## config.mk

```make
export PLATFORM = sky130hd
export DESIGN_NAME = axis_frame_gen
export DESIGN_NICKNAME = d
export VERILOG_FILES = /design/src/rtl/axis_frame_gen.sv
export SDC_FILE = /design/constraint.sdc
export NUM_CORES = 1
export LEC_CHECK = 0
export BUFFER_PORTS_ARGS = -buffer_cell sky130_fd_sc_hd__clkbuf_2
export CAP_MARGIN = 20
export CORE_ASPECT_RATIO = 0.7
export CORE_MARGIN = 1
export CORE_UTILIZATION = 30
export DETAILED_ROUTE_END_ITERATION = 8
export GPL_ROUTABILITY_DRIVEN = 0
export PLACE_DENSITY_LB_ADDON = 0.12
export SLEW_MARGIN = 20
export SYNTH_ARGS = -nofsm -noshare
export SYNTH_HDL_FRONTEND = slang
export SYNTH_SLANG_ARGS = --single-unit
```

## constraint.sdc

```tcl
create_clock -name clk -period 2.95 [get_ports clk]
set_clock_uncertainty 0.1 [all_clocks]
set_input_delay 0.295 -clock clk [delete_from_list [all_inputs] [get_ports clk]]
set_output_delay 0.295 -clock clk [all_outputs]
set_load 0.01 [all_outputs]
```

## src/rtl/axis_frame_gen.sv

```systemverilog
// AXI4-Stream frame generator: one command yields one frame of incrementing
// payload beats carrying tid/tdest, with tlast on the final beat and run statistics.
module axis_frame_gen #(
    parameter int DATA_WIDTH = 32,
    parameter int ID_WIDTH   = 8,
    parameter int DEST_WIDTH = 8,
    parameter int LEN_WIDTH  = 16
) (
    input  logic                  clk,
    input  logic                  rst,
    input  logic                  cmd_valid,
    output logic                  cmd_ready,
    input  logic [LEN_WIDTH-1:0]  cmd_len,
    input  logic [DATA_WIDTH-1:0] cmd_seed,
    input  logic [ID_WIDTH-1:0]   cmd_id,
    input  logic [DEST_WIDTH-1:0] cmd_dest,
    input  logic                  cmd_err,
    output logic [DATA_WIDTH-1:0] m_axis_tdata,
    output logic                  m_axis_tkeep,
    output logic                  m_axis_tvalid,
    input  logic                  m_axis_tready,
    output logic                  m_axis_tlast,
    output logic [ID_WIDTH-1:0]   m_axis_tid,
    output logic [DEST_WIDTH-1:0] m_axis_tdest,
    output logic                  m_axis_tuser,
    output logic                  busy,
    output logic [31:0]           frame_count,
    output logic [15:0]           drop_count
);

    typedef enum logic [0:0] {
        IDLE = 1'b0,
        SEND = 1'b1
    } state_t;

    state_t                  state_r, state_s;
    logic [DATA_WIDTH-1:0]   tdata_r, tdata_s;
    logic [LEN_WIDTH-1:0]    remaining_r, remaining_s;
    logic                    tvalid_r, tvalid_s;
    logic                    tlast_r, tlast_s;
    logic                    tuser_r, tuser_s;
    logic                    err_r, err_s;
    logic [ID_WIDTH-1:0]     tid_r, tid_s;
    logic [DEST_WIDTH-1:0]   tdest_r, tdest_s;
    logic                    busy_r, busy_s;
    logic                    cmd_ready_r, cmd_ready_s;
    logic [31:0]             frame_count_r, frame_count_s;
    logic [15:0]             drop_count_r, drop_count_s;

    // Next-state and next-output computation; tlast/tuser are precomputed so
    // every output comes straight from a flop.
    always_comb begin
        state_s       = state_r;
        tdata_s       = tdata_r;
        remaining_s   = remaining_r;
        tvalid_s      = tvalid_r;
        tlast_s       = tlast_r;
        tuser_s       = tuser_r;
        err_s         = err_r;
        tid_s         = tid_r;
        tdest_s       = tdest_r;
        busy_s        = busy_r;
        cmd_ready_s   = cmd_ready_r;
        frame_count_s = frame_count_r;
        drop_count_s  = drop_count_r;
        case (state_r)
            IDLE: begin
                cmd_ready_s = 1'b1;
                if (cmd_valid && cmd_ready_r) begin
                    if (cmd_len == {LEN_WIDTH{1'b0}}) begin
                        if (drop_count_r != 16'hFFFF) begin
                            drop_count_s = drop_count_r + 16'd1;
                        end else begin
                            drop_count_s = drop_count_r;
                        end
                    end else begin
                        state_s     = SEND;
                        tdata_s     = cmd_seed;
                        remaining_s = cmd_len;
                        err_s       = cmd_err;
                        tid_s       = cmd_id;
                        tdest_s     = cmd_dest;
                        tvalid_s    = 1'b1;
                        busy_s      = 1'b1;
                        cmd_ready_s = 1'b0;
                        tlast_s     = (cmd_len == LEN_WIDTH'(1));
                        tuser_s     = cmd_err && (cmd_len == LEN_WIDTH'(1));
                    end
                end else begin
                    drop_count_s = drop_count_r;
                end
            end
            SEND: begin
                if (tvalid_r && m_axis_tready) begin
                    tdata_s     = tdata_r + DATA_WIDTH'(1);
                    remaining_s = remaining_r - LEN_WIDTH'(1);
                    if (tlast_r) begin
                        state_s       = IDLE;
                        tvalid_s      = 1'b0;
                        busy_s        = 1'b0;
                        tlast_s       = 1'b0;
                        tuser_s       = 1'b0;
                        cmd_ready_s   = 1'b1;
                        frame_count_s = frame_count_r + 32'd1;
                    end else begin
                        tlast_s = (remaining_r == LEN_WIDTH'(2));
                        tuser_s = err_r && (remaining_r == LEN_WIDTH'(2));
                    end
                end else begin
                    tdata_s = tdata_r;
                end
            end
            default: begin
                state_s = IDLE;
            end
        endcase
    end

    // FSM state register.
    always_ff @(posedge clk) begin
        if (rst) begin
            state_r <= IDLE;
        end else begin
            state_r <= state_s;
        end
    end

    // Datapath, stream outputs and statistics registers.
    always_ff @(posedge clk) begin
        if (rst) begin
            tdata_r       <= {DATA_WIDTH{1'b0}};
            remaining_r   <= {LEN_WIDTH{1'b0}};
            tvalid_r      <= 1'b0;
            tlast_r       <= 1'b0;
            tuser_r       <= 1'b0;
            err_r         <= 1'b0;
            tid_r         <= {ID_WIDTH{1'b0}};
            tdest_r       <= {DEST_WIDTH{1'b0}};
            busy_r        <= 1'b0;
            cmd_ready_r   <= 1'b0;
            frame_count_r <= 32'd0;
            drop_count_r  <= 16'd0;
        end else begin
            tdata_r       <= tdata_s;
            remaining_r   <= remaining_s;
            tvalid_r      <= tvalid_s;
            tlast_r       <= tlast_s;
            tuser_r       <= tuser_s;
            err_r         <= err_s;
            tid_r         <= tid_s;
            tdest_r       <= tdest_s;
            busy_r        <= busy_s;
            cmd_ready_r   <= cmd_ready_s;
            frame_count_r <= frame_count_s;
            drop_count_r  <= drop_count_s;
        end
    end

    assign cmd_ready     = cmd_ready_r;
    assign m_axis_tdata  = tdata_r;
    assign m_axis_tkeep  = tvalid_r;
    assign m_axis_tvalid = tvalid_r;
    assign m_axis_tlast  = tlast_r;
    assign m_axis_tid    = tid_r;
    assign m_axis_tdest  = tdest_r;
    assign m_axis_tuser  = tuser_r;
    assign busy          = busy_r;
    assign frame_count   = frame_count_r;
    assign drop_count    = drop_count_r;

endmodule

```

# Word level (Yosys, flattened, before mapping)
# Index checks and enable logic that the tools add are counted.
# totals
register_bits,118
wordCells,69
latch_bits,0
out_inout_bits,102
romBits,0
ramBits,0
memories,0
# op_classes
bitwise_logic,2
addsub,4
eq_ne,7
multipliers,0
magnitude_cmp,0
n_reduce_logical,11
n_mux,33
n_shift,0
div_mod_pow,0
# op_table
operator,n
32-bit two-way mux,3
32-bit by 1-bit adder with 32-bit output (second input constant),2
32-bit one-hot mux with 2 select lines,1
16-bit two-way mux,3
16-bit one-hot mux with 2 select lines,1
1-bit two-way mux,20
16-bit by 1-bit adder with 16-bit output (second input constant),1
16-bit by 1-bit equality test with 1-bit output (second input constant),1
16-bit by 2-bit equality test with 1-bit output (second input constant),1
16-bit zero test,1
16-bit != test (second input constant),1
16-bit by 1-bit subtractor with 16-bit output (second input constant),1
1-bit one-hot mux with 2 select lines,5
3-bit AND reduction,3
4-bit AND reduction,2
1-bit logical AND,4
2-bit by 1-bit != test with 1-bit output (second input constant),2
2-bit != test (second input constant),2
1-bit inverter,2
2-bit AND reduction,1

# Longest topological paths before layout
# Gate-level depths: netlist (run 1).
# logic_depth
depth_word,5
mapped_depth,8
ltp_nobuf,7

# Worst setup path before layout (run 1)
# OpenSTA, ideal clock, no wires.
# synth_path
kind,register to register
start,"register tdata_r[1], in the netlist m_axis_tdata[1]"
end,"register tdata_r[28], in the netlist m_axis_tdata[28]"
path_slack_ps,717
stages_incl_launch_ff,8
path_buffers,1
t_arrival_ps,2001
period_less_slack_ps,2233
t_required_ps,2718
path_cell_list,dfxtp_1 -> ha_1 -> nand3_1 -> or4_1 -> clkbuf_1 -> o31a_1 -> o21ai_1 -> a21oi_1
# synth_between
elab_chain_len,3
# synth_rtl
element,line,source
"start, declared",37,"logic [DATA_WIDTH-1:0] tdata_r, tdata_s;"
"start signal, assigned",131,tdata_r <= {DATA_WIDTH{1'b0}};
"start signal, assigned",144,tdata_r <= tdata_s;
32-bit by 1-bit adder with 32-bit output,95,tdata_s = tdata_r + DATA_WIDTH'(1);
32-bit two-way mux,94,if (tvalid_r && m_axis_tready) begin
32-bit one-hot mux with 2 select lines,66,case (state_r)
# No other way between the ends. The select of a mux whose other input is x is not followed.
# A chain may end at the register's enable or synchronous reset.

# Worst setup path after layout (run 1)
# layout_path
start,"register tdata_r[1], in the netlist m_axis_tdata[1]"
end,"register tdata_r[22], in the netlist m_axis_tdata[22]"
# Same word-level chain as after synthesis.

==> impl_metrics.json, run 1 <==
{
  "run_status": "finished, final reports clean",
  "critPathBufInv": 0,
  "grt_setup_unrepaired": "false",
  "cts_made_buffers": 17,
  "totalWireLength_um": 19000,
  "final-setup-viol-count": 0,
  "setup_tns_ns": 0,
  "core-area_um2": 20000,
  "starting_density_of_the_core_pct": 30.9,
  "peakVddDrop_uv": 401,
  "route.detailed.vias_per_inst": 5.09,
  "die_area_um2": 21100,
  "setup.worst_path.start": "m_axis_tdata[1]$_SDFFE_PP0P_",
  "place_inst": 1188,
  "drt_drc_violations_left": 0,
  "port-buffer-count": 170,
  "switching_power_mw": 1.28,
  "layout_commonest_cell": "sky130_fd_sc_hd__clkbuf_2",
  "globalRouteTotalUtil_pct": 18.3,
  "power_frac_comb_pct": 13.2,
  "power_internal_mw": 3.37,
  "layout_min_cycle_time_ns": 2.53,
  "final-max-slew-violation-count": 0,
  "final_layout_net_count": 1020,
  "pin_count_of_the_biggest_net_entering_global_routing": 68,
  "worst-slew-pin-transition_ns": 0.706,
  "synth_edf_count": 0,
  "cts.htree.levels": 4,
  "n_fill_cell": 2134,
  "worst-path-stages": 6,
  "cp.arrival_ns": 2.73,
  "post_route_cell_area_um2": 8080,
  "first_global_vias": 5646,
  "setup.worst_path.start_class": "register",
  "worst_slew_margin_rel_pct": 52.9,
  "setup.worst_path.class": "register to register",
  "postSynthRegisterBits": 118,
  "cts.sinks": 118,
  "cts.repair_timing.setup_buffer_count": 0,
  "fin_worst_hold_slack_ns": 0.0143,
  "dp.final_hpwl_um": 13100,
  "grt_antenna_before_repair": 0,
  "root_buffer": "sky130_fd_sc_hd__clkbuf_16",
  "r2r_cells": 6,
  "power.static_leakage_nw": 3.18,
  "detail_route.iter0.violations": 351,
  "cts-resized-gates": 0,
  "max_freq_mhz": 395,
  "cpMaxStageDelayCell": "sky130_fd_sc_hd__or4_1",
  "dieHeight_um": 122,
  "overflow": 0,
  "yosysSeqAreaShare_pct": 38.3,
  "cp_top_family": "simple AND/OR/NAND/NOR gates",
  "rrSetupSlack_ns": 0.42,
  "reg2reg_to": "m_axis_tdata[22]$_SDFFE_PP0P_",
  "power.share.switching_pct": 27.5,
  "worst_slack_ns": 0.417,
  "placed_area_um2": 7350,
  "synth_async_sr_flop_share_pct": 0,
  "drt_pass1_iterations": 4,
  "insertedDiodeCount": 0,
  "final_layout_size_suffix_gt1_share_pct": 24.7,
  "timing.critical_path.to": "m_axis_tdata[22]$_SDFFE_PP0P_",
  "seq_power_share_pct": 37.6,
  "maxCapViolCount": 0,
  "required_ns": 3.14,
  "chipWidth_um": 173,
  "synth_warnings": 0,
  "synth_area_per_cell_um2": 7.89,
  "grt_pass1_wl_um": 30500,
  "synth-main-ff-cell": "sky130_fd_sc_hd__dfxtp_1",
  "power.density_nw_per_um2": 575,
  "setup.worst_path.end_class": "register",
  "timing.critical_path.fanout_max": 11,
  "clock_power_share_pct": 49.2,
  "synthesis.nets": 855,
  "cts-hold-fix-buffers": 9,
  "route.antenna.remaining_nets": 0,
  "most-common-layout-cells": "sky130_fd_sc_hd__clkbuf_2, sky130_fd_sc_hd__dfxtp_1, sky130_fd_sc_hd__a21oi_1",
  "final_min_period_over_clock_period_pct": 85.9,
  "stdcell_count": 1229,
  "avgRoutedWirePerCell_um": 15.5,
  "syn-instance-count": 781,
  "hold_path_class": "input pin to register",
  "timing.critical_path.slowest_cell_delay_ns": 0.78,
  "top_level_ports": 171,
  "vias": 6254,
  "syn-cell-area_um2": 6160,
  "clk_path_buf_depth": 2,
  "area.growth.synth_to_final_pct": 31.2,
  "path_cells": "ha_1, nand3_1, or4_1, or3_1, a21oi_1, o32ai_1",
  "netlist-cell-type-count": 57,
  "reg2reg_from": "m_axis_tdata[1]$_SDFFE_PP0P_",
  "cell_depth_of_the_worst_hold_path": 3,
  "tritoncts": "built",
  "report.final.hold_viol_count": 0,
  "clkTransAtPathRegs_ns": 0.06,
  "clk-insertion-delay-late_ns": 0.42,
  "num_rows": 43,
  "dp_slack_ns": 0.322
}
-- power groups by stage --
stage	Sequential, mW	Combinational, mW	Clock [mW]
after floorplan	1.79	0.347	0
after global placement	1.78	0.612	0
after detailed placement	1.78	0.605	0
after CTS	1.75	0.617	2.34
after global routing	1.76	0.683	2.41
final	1.75	0.611	2.29
-- cells by family (layout without fill, tap and decap cells) --
kind of cell / after synthesis / in the layout / synth area share (%)
simple gates: 323 / 323 / 28.3
fa+ha+maj: 5 / 5 / 1.02
buf+inv: 77 / 255 / 4.89
flops: 118 / 118 / 38.3
xor+xnor: 28 / 28 / 3.98
compound gates: 206 / 206 / 19.5
mux: 24 / 24 / 3.94
-- worst min-delay path, delay by kind of cell --
family                 cells  cell delay [ns]
AND/OR/NAND/NOR            1             0.08
multiplexers               1             0.05
buffers and inverters      1             0.08
-- routing by layer --
layer	wire [µm]	GRT usage [%]	part of all wire, %	up-vias
met5	0	0	0	-
met4	212	4.98	1.1	0
met3	817	4.06	4.3	20
met2	7720	25.9	41	149
met1	10300	27.3	54	2876
li1	-	-	-	3209
-- registers in the layout, summed over array words and instances, names as in the netlist --
name	cells
remaining_r	16
m_axis_tdata	32
busy	1
err_r	1
m_axis_tdest	8
drop_count	16
frame_count	32
m_axis_tid	8
state_r	1
cmd_ready	1
m_axis_tlast	1
m_axis_tuser	1
-- worst min path at each step --
stage | startpoint | end | slack, ns
floorplan | cmd_err | err_r$_SDFFE_PP0P_ | 0.34
global placement | m_axis_tid[0]$_SDFFE_PP0P_ | m_axis_tid[0]$_SDFFE_PP0P_ | 0.38
detailed placement | remaining_r[8]$_SDFFE_PP0P_ | remaining_r[8]$_SDFFE_PP0P_ | 0.37
CTS | cmd_id[7] | m_axis_tid[7]$_SDFFE_PP0P_ | 0.006
global route | cmd_id[7] | m_axis_tid[7]$_SDFFE_PP0P_ | 0.02
finish | cmd_id[7] | m_axis_tid[7]$_SDFFE_PP0P_ | 0.01
-- Yosys cell counts (all sizes together), types with 11 or more instances --
library cell,count,area (µm²)
dfxtp,118,2360
a21oi,85,425
nor2,74,278
o21ai,65,325
nand2,43,161
clkbuf,41,154
nand3,30,150
nor4,30,194
inv,22,82.6
mux2i,22,220
nor2b,22,138
or3,22,138
xnor2,22,193
nand4,21,138
nor3,17,85.1
and3,16,100
buf,14,65.1
nand2b,12,75.1
o32ai,11,96.3
or4,11,82.6
-- metrics by stage --
step,utilization [%],total power [mW]
2_1_floorplan,-,2.13
3_3_place_gp,36.8,2.39
3_5_place_dp,36.8,2.39
4_1_cts,40.5,4.70
5_1_grt,40.5,4.85
6_report,40.5,4.65
-- area by class of cell --
cell class | instances | area (µm²) | area share, %
multi-input cells | 586 | 3510 | 43.5
flip-flops and latches | 118 | 2360 | 29.3
repair buffers | 201 | 1150 | 14.2
clock buffers | 19 | 443 | 5.48
well taps | 270 | 338 | 4.18
clock inverters | 13 | 195 | 2.42
inverters | 22 | 82.6 | 1.02
No activity file was read; power rests on OpenSTA's default activity.
==> inputs of run 2 (changes only) <==
--- a/config.mk
+++ b/config.mk
@@ -5,9 +5,9 @@
 export SDC_FILE = /design/constraint.sdc
 export NUM_CORES = 1
 export LEC_CHECK = 0
-export BUFFER_PORTS_ARGS = -buffer_cell sky130_fd_sc_hd__clkbuf_2
+export BUFFER_PORTS_ARGS = -buffer_cell sky130_fd_sc_hd__buf_2
 export CAP_MARGIN = 20
-export CORE_ASPECT_RATIO = 0.7
+export CORE_ASPECT_RATIO = 1.1
 export CORE_MARGIN = 1
 export CORE_UTILIZATION = 30
 export DETAILED_ROUTE_END_ITERATION = 8
==> run 2 against run 1 <==
Effect of this change:
- the flow now finishes with violations (DRC)
- count of clock-buffer cells in the layout up 6
- core utilization down 1.0 points
- setup slack got worse by 0.0066 ns
- hold slack about the same
- non-clock buffer count is 10 lower
- critical endpoint unchanged
==> impl_metrics.json, run 2 (synthesized netlist as in run 1, its figures left out) <==
{
  "drt_drc_violations_left": 14,
  "required_ns": 3.12,
  "grt_pass1_wl_um": 31000,
  "setup.worst_path.start": "m_axis_tdata[0]$_SDFFE_PP0P_",
  "port-buffer-count": 170,
  "peakVddDrop_uv": 415,
  "setup.worst_path.start_class": "register",
  "maxCapViolCount": 0,
  "timing.critical_path.fanout_max": 11,
  "worst-slew-pin-transition_ns": 0.589,
  "clk-insertion-delay-late_ns": 0.41,
  "overflow": 0,
  "n_fill_cell": 2148,
  "stdcell_count": 1198,
  "reg2reg_from": "m_axis_tdata[0]$_SDFFE_PP0P_",
  "core-area_um2": 20000,
  "starting_density_of_the_core_pct": 30.8,
  "top_level_ports": 171,
  "final_layout_net_count": 1010,
  "violations": "DRC",
  "grt_antenna_before_repair": 2,
  "final-setup-viol-count": 0,
  "layout_commonest_cell": "sky130_fd_sc_hd__buf_2",
  "drt_pass1_iterations": 9,
  "worst_slew_margin_rel_pct": 60.4,
  "run_status": "complete, but fails checks",
  "totalWireLength_um": 18800,
  "cts.repair_timing.setup_buffer_count": 0,
  "insertedDiodeCount": 0,
  "cts.sinks": 118,
  "wl_met3_um": 1130,
  "final_min_period_over_clock_period_pct": 86.1,
  "route.antenna.remaining_nets": 0,
  "power.static_leakage_nw": 3.19,
  "routed_met2_length_um": 8670,
  "clkTransAtPathRegs_ns": 0.05,
  "layout_min_cycle_time_ns": 2.54,
  "tritoncts": "built",
  "max_freq_mhz": 394,
  "route.layer.met1.wl_um": 8750,
  "final_layout_size_suffix_gt1_share_pct": 24.3,
  "power.density_nw_per_um2": 554,
  "cts.htree.levels": 4,
  "route.detailed.vias_per_inst": 5.24,
  "highest_layer": "met5",
  "first_global_vias": 5935,
  "final-max-slew-violation-count": 0,
  "dieHeight_um": 152,
  "root_buffer": "sky130_fd_sc_hd__clkbuf_16",
  "cts_made_buffers": 17,
  "pin_count_of_the_biggest_net_entering_global_routing": 55,
  "rrSetupSlack_ns": 0.41,
  "setup.worst_path.end_class": "register",
  "chipWidth_um": 139,
  "report.final.hold_viol_count": 0,
  "most-common-layout-cells": "sky130_fd_sc_hd__buf_2, sky130_fd_sc_hd__dfxtp_1, sky130_fd_sc_hd__a21oi_1",
  "dp.final_hpwl_um": 13000,
  "grt_setup_unrepaired": "false",
  "hold_path_class": "input pin to register",
  "detail_route.iter0.violations": 370,
  "clk_path_buf_depth": 2,
  "num_rows": 54,
  "area.growth.synth_to_final_pct": 28.0,
  "globalRouteTotalUtil_pct": 18.2,
  "avgRoutedWirePerCell_um": 15.7,
  "cts-hold-fix-buffers": 0,
  "setup.worst_path.class": "register to register",
  "vias": 6275,
  "die_area_um2": 21100,
  "cp.arrival_ns": 2.71,
  "place_inst": 1169,
  "cts-resized-gates": 0,
  "setup_tns_ns": 0,
  "timing.hold.worst.start": "cmd_dest[0]"
}
==> run 2: where the power goes <==
group	internal [mW]	switching, mW
Combinational	0.242	0.348
Sequential	1.67	0.0846
Clock	1.32	0.710
Total	3.23	1.14
==> run 2: layer usage <==
layer | up-vias | GRT usage (%)
met5 | - | 0
met4 | 4 | 5.34
met3 | 22 | 5.09
met2 | 145 | 30.2
met1 | 2943 | 23.0
li1 | 3161 | -
==> run 2: cell type report <==
cell class | instances | area (µm²) | share of cell area [%]
Inverter | 22 | 82.6 | 1.05
Tap cell | 252 | 315 | 4.00
Timing Repair Buffer | 191 | 1050 | 13.3
Clock buffer | 25 | 495 | 6.28
Sequential cell | 118 | 2360 | 30.0
Multi-Input combinational cell | 586 | 3510 | 44.5
Clock inverter | 4 | 70.1 | 0.888
==> run 2: stage by stage <==
stage	total power, mW	utilization [%]	hold WS, ns	setup slack [ns]	instance area [µm²]
final	4.37	39.4	0.0139	0.410	7890
after CTS	4.43	39.4	0.00153	0.412	7890
after global routing	4.59	39.4	0.00705	0.281	7890
after global placement	2.39	36.6	0.372	0.348	7320
after detailed placement	2.38	36.6	0.377	0.329	7320
after floorplan	2.13	-	0.339	0.717	6160
==> run 2: path summary, 6_finish.rpt <==
kind,to,cells after the start
min,m_axis_tdest[0]$_SDFFE_PP0P_,3
max,m_axis_tdata[22]$_SDFFE_PP0P_,6
max reg2reg,m_axis_tdata[22]$_SDFFE_PP0P_,6
min reg2reg,remaining_r[8]$_SDFFE_PP0P_,2
==> run 2: worst max-delay path, stage by stage (launching register included) <==
cell and delay (ns):
sky130_fd_sc_hd__dfxtp_1 0.40, sky130_fd_sc_hd__ha_1 0.23, sky130_fd_sc_hd__nand3_1 0.19, sky130_fd_sc_hd__or4_1 0.79, sky130_fd_sc_hd__or3_1 0.44, sky130_fd_sc_hd__a21oi_1 0.15, sky130_fd_sc_hd__o32ai_1 0.09
